### src/rtl/control_sequencer.sv
// Hardwired control unit: fetch (T0-T2) and register-register ALU execute (T3-T5)
// with a memory wait in T1, a halt state and single-cycle illegal-opcode reporting.
module control_sequencer (
  input  logic        clock,
  input  logic        clear,
  input  logic        run,
  input  logic        mem_ready,
  input  logic [31:0] IR,
  output logic        PCout,
  output logic        MARin,
  output logic        IncPC,
  output logic        Zlowin,
  output logic        Zlowout,
  output logic        PCin,
  output logic        Read,
  output logic        MDRin,
  output logic        MDRout,
  output logic        IRin,
  output logic        Yin,
  output logic [15:0] Rin,
  output logic [15:0] Rout,
  output logic [3:0]  ALUop,
  output logic        done,
  output logic        illegal,
  output logic        halted
);

  typedef enum logic [2:0] {IDLE, T0, T1, T2, T3, T4, T5, HALT} state_t;

  state_t     state;
  logic       first_t1;
  logic [4:0] opcode;
  logic [3:0] ra, rb, rc;
  logic       is_alu, is_halt;
  logic       unused_ir;

  assign opcode    = IR[31:27];
  assign ra        = IR[26:23];
  assign rb        = IR[22:19];
  assign rc        = IR[18:15];
  assign is_alu    = (opcode <= 5'h0A);
  assign is_halt   = (opcode == 5'h1F);
  assign unused_ir = ^IR[14:0];

  always_ff @(posedge clock or negedge clear) begin
    if (!clear) begin
      state    <= IDLE;
      first_t1 <= 1'b0;
    end else begin
      case (state)
        IDLE: if (run) state <= T0;
        T0: begin
          state    <= T1;
          first_t1 <= 1'b1;
        end
        // PC update happens only on the first T1 cycle, however long memory stalls
        T1: begin
          first_t1 <= 1'b0;
          if (mem_ready) state <= T2;
        end
        T2: state <= T3;
        T3: begin
          if (is_halt)     state <= HALT;
          else if (is_alu) state <= T4;
          else             state <= run ? T0 : IDLE;
        end
        T4:      state <= T5;
        T5:      state <= run ? T0 : IDLE;
        HALT:    state <= HALT;
        default: state <= IDLE;
      endcase
    end
  end

  always_comb begin
    PCout   = 1'b0;
    MARin   = 1'b0;
    IncPC   = 1'b0;
    Zlowin  = 1'b0;
    Zlowout = 1'b0;
    PCin    = 1'b0;
    Read    = 1'b0;
    MDRin   = 1'b0;
    MDRout  = 1'b0;
    IRin    = 1'b0;
    Yin     = 1'b0;
    Rin     = 16'h0000;
    Rout    = 16'h0000;
    ALUop   = 4'h0;
    done    = 1'b0;
    illegal = 1'b0;
    halted  = 1'b0;
    case (state)
      T0: begin
        PCout  = 1'b1;
        MARin  = 1'b1;
        IncPC  = 1'b1;
        Zlowin = 1'b1;
      end
      T1: begin
        Zlowout = first_t1;
        PCin    = first_t1;
        Read    = 1'b1;
        MDRin   = 1'b1;
      end
      T2: begin
        MDRout = 1'b1;
        IRin   = 1'b1;
      end
      T3: begin
        if (is_alu) begin
          Rout = 16'h0001 << rb;
          Yin  = 1'b1;
        end else if (!is_halt) begin
          illegal = 1'b1;
        end
      end
      T4: begin
        Rout   = 16'h0001 << rc;
        ALUop  = opcode[3:0];
        Zlowin = 1'b1;
      end
      T5: begin
        Zlowout = 1'b1;
        Rin     = 16'h0001 << ra;
        done    = 1'b1;
      end
      HALT:    halted = 1'b1;
      default: ;
    endcase
  end

endmodule
### config.mk
export PLATFORM = sky130hd
export DESIGN_NAME = control_sequencer
export DESIGN_NICKNAME = d
export VERILOG_FILES = /design/src/rtl/control_sequencer.sv
export SDC_FILE = /design/constraint.sdc
export NUM_CORES = 1
export LEC_CHECK = 0
export ABC_AREA = 1
export BUFFER_PORTS_ARGS = -buffer_cell sky130_fd_sc_hd__buf_2
export CELL_PAD_IN_SITES_DETAIL_PLACEMENT = 0
export CELL_PAD_IN_SITES_GLOBAL_PLACEMENT = 1
export CORE_UTILIZATION = 21
export CTS_CLUSTER_DIAMETER = 60
export DETAILED_ROUTE_END_ITERATION = 8
export PLACE_DENSITY = 0.87
export SLEW_MARGIN = 10
export SYNTH_ARGS = -nofsm -noshare
export SYNTH_HDL_FRONTEND = slang
export SYNTH_SLANG_ARGS = --single-unit
### constraint.sdc
create_clock -name clock -period 1.68 [get_ports clock]
set_input_delay 0.336 -clock clock [delete_from_list [all_inputs] [get_ports clock]]
set_output_delay 0.336 -clock clock [all_outputs]
set_load 0.02 [all_outputs]
==> results of run 1 <==
[area by class of cell]
cell class                      count  area (µm²)  share of cell area
Clock buffer                        3        41.3              0.0222
Timing Repair Buffer               95         759               0.408
Multi-Input combinational cell    119         783               0.421
Inverter                           29         114              0.0612
Tap cell                           50        62.6              0.0336
Sequential cell                     4         101              0.0544
[worst max path at each step]
stage / from / to / slack, ns / depth (start not counted)
after global routing: state[1] / Rin[7] / -0.24 / 7
after global placement: IR[30] / Rout[14] / -0.05 / 8
after detailed placement: IR[30] / Rout[15] / -0.07 / 8
final: state[1] / Rin[7] / -0.19 / 7
after CTS: state[1] / Rout[14] / -0.13 / 7
after floorplan: state[0] / Rin[0] / -0.05 / 5
[placed cells by master (no fill, tap or decap), types with 3 or more instances in the layout]
master	instances
buf_4	38
buf_2	28
buf_6	27
inv_1	24
nand2_1	22
nand4_1	18
nand3_1	14
nor2_4	13
nor2_1	12
o21ai_1	7
nor3_1	6
o21ai_2	5
nor2_2	4
nand2_4	3
inv_2	3
clkbuf_8	3
dfrtp_1	3
[power groups by stage]
| stage | clock network, mW | logic [mW] | registers, mW |
|---|---|---|---|
| 5_1_grt | 0.211 | 1.57 | 0.211 |
| 3_3_place_gp | 0 | 0.993 | 0.182 |
| 2_1_floorplan | 0 | 0.707 | 0.195 |
| 3_5_place_dp | 0 | 0.998 | 0.182 |
| 6_report | 0.197 | 1.46 | 0.203 |
| 4_1_cts | 0.197 | 1.26 | 0.194 |
[cells by family (layout without fill, tap and decap cells)]
family,Yosys count,after routing,share of synthesized area
AOI/OAI and AO/OA,19,19,0.129
DFF,4,4,0.112
buffers and inverters,39,127,0.201
and+or+nand+nor,100,100,0.558
[through the flow]
step	hold WS (ns)	setup TNS, ns	utilization
global placement	0.144	-0.203	0.334
global route	0.486	-7.48	0.462
detailed placement	0.145	-0.458	0.334
floorplan	0.0404	-0.728	-
finish	0.455	-4.70	0.462
CTS	0.459	-1.88	0.411
[worst max-delay path, cell delays in order (launching register included)]
cell and delay [ns]:
dfrtp_1 0.40, buf_6 0.14, buf_4 0.11, nand2_4 0.05, nor2_4 0.21, nand2_4 0.13
nor2_1 0.13, buf_4 0.15
[routing by layer]
layer  GRT usage  wire length (µm)
met3      0.0236               147
met2       0.230              1810
met1       0.165              1390
met4      0.0239                31
met5           0                 0
[sequential cells by signal (all words and copies together), names as in the netlist]
| signal | cells |
|---|---|
| state | 3 |
| first_t1 | 1 |
[timing repair]
| item | 4_1_cts | 5_1_grt |
|---|---|---|
| pin swaps | 8 | 4 |
| gates resized for setup | 69 | 53 |
| cloned | 0 | 0 |
| setup endpoints to repair | 37 | 47 |
| hold buffers | 1 | 0 |
| hold endpoints to repair | 4 | 0 |
| setup buffers | 9 | 3 |
==> results.sh, run 1 <==
export IMPL_final_max_slew_viol_count=0
export IMPL_place_congestion=0.823
export IMPL_first_pass_iters=5
export IMPL_rr_startpoint="state[1]"
export IMPL_yosysMostFrequentCell="inv_1"
export IMPL_grt_setup_unrepaired="true"
export IMPL_cts_root_buf="clkbuf_8"
export IMPL_place_area_um2=1350
export IMPL_dp_slack_ns=-0.0653
export IMPL_yosysSeqAreaShare=0.112
export IMPL_synth_top_area_frac=0.126
export IMPL_io_buffers=70
export IMPL_num_rows=23
export IMPL_seqPwrFrac=0.109
export IMPL_fillerInstances=409
export IMPL_ir_worst_vdd_mv=0.610
export IMPL_core_um2=4030
export IMPL_drtIter0Drc=38
export IMPL_clock_sinks=4
export IMPL_htreeDepth=1
export IMPL_p_sw_mw=0.930
export IMPL_die_area_um2=4510
export IMPL_netlist_top_cells_area="nand4_1 (13%), inv_1 (11%), dfrtp_1 (11%)"
export IMPL_diodes=0
export IMPL_crit_fanout=8
export IMPL_dieWidth_um=67.1
export IMPL_cts_buffers=3
export IMPL_syn_to_final_growth_pct=109
export IMPL_avgSynthCellArea_um2=5.50
export IMPL_fin_crit_sh=1.11
export IMPL_finalWorstSetupSlack_ns=-0.186
export IMPL_drv_cap=0
export IMPL_internal_power_mw=0.927
export IMPL_critPathKind="register to output port"
export IMPL_outcome="finished, violations left"
export IMPL_final_layout_size_suffix_gt1_frac=0.552
export IMPL_ant_nets=0
export IMPL_die_height_um=67.1
export IMPL_cts_tree="built"
export IMPL_io_pins=86
export IMPL_swShare=0.501
export IMPL_crit_required_ns=1.34
export IMPL_hp_class="input port to asynchronous set/reset pin"
export IMPL_dp_cells=285
export IMPL_grt_util_all_layers=0.130
export IMPL_vias=1373
export IMPL_timing_fmax_ghz=0.536
export IMPL_cellPowerDensity_nw_per_um2=997
export IMPL_antenna_found_initial=0
export IMPL_grt_pass1_vias=1130
export IMPL_slew_headroom=0.829
export IMPL_violations="negative setup slack"
export IMPL_p_leak_nw=0.912
export IMPL_grt_start_max_net_pins=10
export IMPL_finalNonFillerCells=300
export IMPL_clk_latency_ns=0.21
export IMPL_wirelength_mm=3.38
export IMPL_setup_worst_path_start_class="register"
export IMPL_syn_instance_count=162
export IMPL_drcViolationCount=0
export IMPL_p_total_mw=1.86
export IMPL_fin_nets=288
export IMPL_syn_nets=198
export IMPL_skew_ns=0.00339
export IMPL_r2r_setup_slack_ns=0.43
export IMPL_via_per_inst=4.58
export IMPL_worst_r2r_path_depth=7
export IMPL_hold_viol=0
export IMPL_grt_overflow=0
export IMPL_final_min_clock_period_ns=1.87
export IMPL_yosysWarnings=0
export IMPL_synth_distinct_cells=23
export IMPL_tightest_slew_ns=0.255
export IMPL_ys_ff_latch=4
export IMPL_yosysTopAreaCell="nand4_1"
export IMPL_clkPwrFrac=0.106
export IMPL_synth_common_cells="inv_1 (27), nor2_1 (26), nand2_1 (24), nand4_1 (18), nand3_1 (16)"
export IMPL_syn_area_um2=891
export IMPL_start_util=0.221
export IMPL_setup_viol=37
export IMPL_worst_r2r_endpoint="first_t1"
export IMPL_arrival_ns=1.53
export IMPL_grt_pass1_wl_mm=4.67
export IMPL_combPwrFrac=0.785
export IMPL_synth_edf_count=0
export IMPL_design_area_um2=1860
export IMPL_endpoint_kind="output port"
export IMPL_synth_main_ff_cell="dfrtp_1"
export IMPL_hpwl_mm=2.39
export IMPL_clk_pin_slew_worst_paths_ns=0.03
export IMPL_clockBufferDepth=2
export IMPL_synthArstFlopShare=1.00
export IMPL_drt_wirelength_per_cell_um=11.3
Note: power is estimated with default switching activity, not from simulation.
==> run 2: changes to the inputs <==
- BUFFER_PORTS_ARGS: -buffer_cell sky130_fd_sc_hd__buf_2 -> default
- CORE_UTILIZATION: 21 -> 31
- DONT_BUFFER_PORTS: default -> 1
- PLACE_DENSITY: 0.87 -> 0.76
- SKIP_LAST_GASP: default -> 1
==> results.sh, run 2 (same netlist as run 1, synthesis figures left out) <==
export IMPL_crit_required_ns=1.34
export IMPL_first_pass_iters=4
export IMPL_violations="negative setup slack"
export IMPL_worst_r2r_path_depth=7
export IMPL_fin_crit_sh=1.10
export IMPL_arrival_ns=1.51
export IMPL_io_buffers=0
export IMPL_cellPowerDensity_nw_per_um2=1030
export IMPL_via_per_inst=5.16
export IMPL_largest_reg_flops=3
export IMPL_antenna_found_initial=0
export IMPL_drcViolationCount=0
export IMPL_dieWidth_um=55.6
export IMPL_cts_tree="built"
export IMPL_syn_to_final_growth_pct=62.5
export IMPL_endpoint_kind="output port"
export IMPL_final_common_cell="buf_4"
export IMPL_final_min_clock_period_ns=1.84
export IMPL_dp_slack_ns=-0.0145
export IMPL_grt_start_max_net_pins=10
export IMPL_hpwl_mm=2.30
export IMPL_finalWorstSetupSlack_ns=-0.163
export IMPL_setup_worst_path_start_class="register"
export IMPL_grt_setup_unrepaired="true"
export IMPL_tightest_slew_ns=0.365
export IMPL_startpoint="state[1]"
export IMPL_io_pins=86
export IMPL_outcome="finished, violations left"
export IMPL_cts_root_buf="clkbuf_4"
export IMPL_drv_cap=0
export IMPL_start_util=0.326
export IMPL_core_um2=2730
export IMPL_grt_util_all_layers=0.175
export IMPL_critPathKind="register to output port"
export IMPL_ant_nets=0
export IMPL_grt_overflow=0
export IMPL_place_congestion=0.889
export IMPL_slew_headroom=0.755
export IMPL_p_leak_nw=0.701
export IMPL_setup_viol=40
export IMPL_drtIter0Drc=50
export IMPL_crit_fanout=6
export IMPL_rr_startpoint="state[1]"
export IMPL_final_layout_size_suffix_gt1_frac=0.423
export IMPL_p_total_mw=1.50
export IMPL_htreeDepth=1
export IMPL_grt_pass1_wl_mm=4.50
export IMPL_fin_util=0.530
export IMPL_die_area_um2=3090
export IMPL_largest_register="state"
export IMPL_cts_buffers=3
export IMPL_fin_setup_tns_ns=-2.88
export IMPL_final_max_slew_viol_count=0
export IMPL_clock_sinks=4
export IMPL_hold_viol=0
export IMPL_min_from="mem_ready"
export IMPL_clk_pin_slew_worst_paths_ns=0.04
export IMPL_skew_ns=0.00347
export IMPL_largestRegisters="state x3, first_t1 x1"
export IMPL_crit_chain="buf_6, nor2_4, nand3_2, inv_2, nand2_1, o21ai_1, buf_4"
export IMPL_grt_pass1_vias=1039
export IMPL_num_rows=19
export IMPL_vias=1234
export IMPL_drt_wirelength_per_cell_um=12.2
export IMPL_hp_class="input port to register"
export IMPL_fin_nets=246
export IMPL_hold_depth=4
export IMPL_clockBufferDepth=2
export IMPL_die_height_um=55.6
export IMPL_max_stage_delay_ns=0.41
export IMPL_clk_latency_ns=0.23
export IMPL_crit_path_top_delay_cell="dfrtp_1"
export IMPL_timing_fmax_ghz=0.543
export IMPL_final_cell_mix="buf_4 (44), inv_1 (24), nand2_1 (23), nand4_1 (18), nand3_1 (16)"
export IMPL_diodes=0
export IMPL_wirelength_mm=2.91
export IMPL_ir_worst_vdd_mv=0.949
-- run 2: changes by cell type in the layout (fill, tap and decap cells not counted), sizes merged --
cell   previous run  this run
nand2            28        29
buf              94        51
-- run 2: repair_timing --
| action | 4_1_cts | 5_1_grt |
|---|---|---|
| cloned | 1 | 0 |
| hold buffers | 1 | 0 |
| endpoints found under the hold margin | 4 | 0 |
| gates resized for setup | 19 | 21 |
| pin swaps | 8 | 2 |
| endpoints found under the setup margin | 36 | 46 |
| setup buffers | 7 | 1 |
-- run 2: final timing paths --
check,endpoint,slack (ns)
hold / removal,state[0],0.35
max in group asynchronous,state[0],1.10
min in group asynchronous,first_t1,0.39
hold reg to reg,first_t1,0.56
setup / recovery,Rout[1],-0.16
setup reg to reg,state[0],0.40
-- run 2: area by class of cell --
class,count,area [µm²]
Fill cell,272,1290
Inverter,29,116
Clock buffer,3,22.5
Multi-Input combinational cell,120,741
Tap cell,31,38.8
Timing Repair Buffer,52,428
Sequential cell,4,101
-- run 2: worst max-delay path: cells and delay by family (launching register included) --
family | cells | cell delay [ns]
buf+inv | 3 | 0.44
compound gates | 1 | 0.10
flops | 1 | 0.41
simple gates | 3 | 0.33
-- run 2: metal layers --
layer,part of all wire,wire (µm),vias to the layer above,GRT usage
met2,0.49,1430,48,0.305
met1,0.42,1220,553,0.221
met5,0,0,-,0
met3,0.081,236,2,0.0395
met4,0.0038,11,0,0.0321
li1,-,-,631,-
-- run 2: per-stage QoR --
step / area (µm²) / instances / hold WS (ns)
after global placement: 1200 / 226 / 0.0406
final: 1450 / 239 / 0.346
after detailed placement: 1200 / 226 / 0.0406
after CTS: 1370 / 238 / 0.341
after floorplan: 891 / 162 / 0.0404
after global routing: 1450 / 239 / 0.365
-- run 2: power by group --
part	total [mW]	internal, mW	switching, mW
sequential	0.199	0.150	0.0492
clock	0.115	0.0796	0.0353
combinational	1.18	0.468	0.714
total	1.50	0.697	0.798
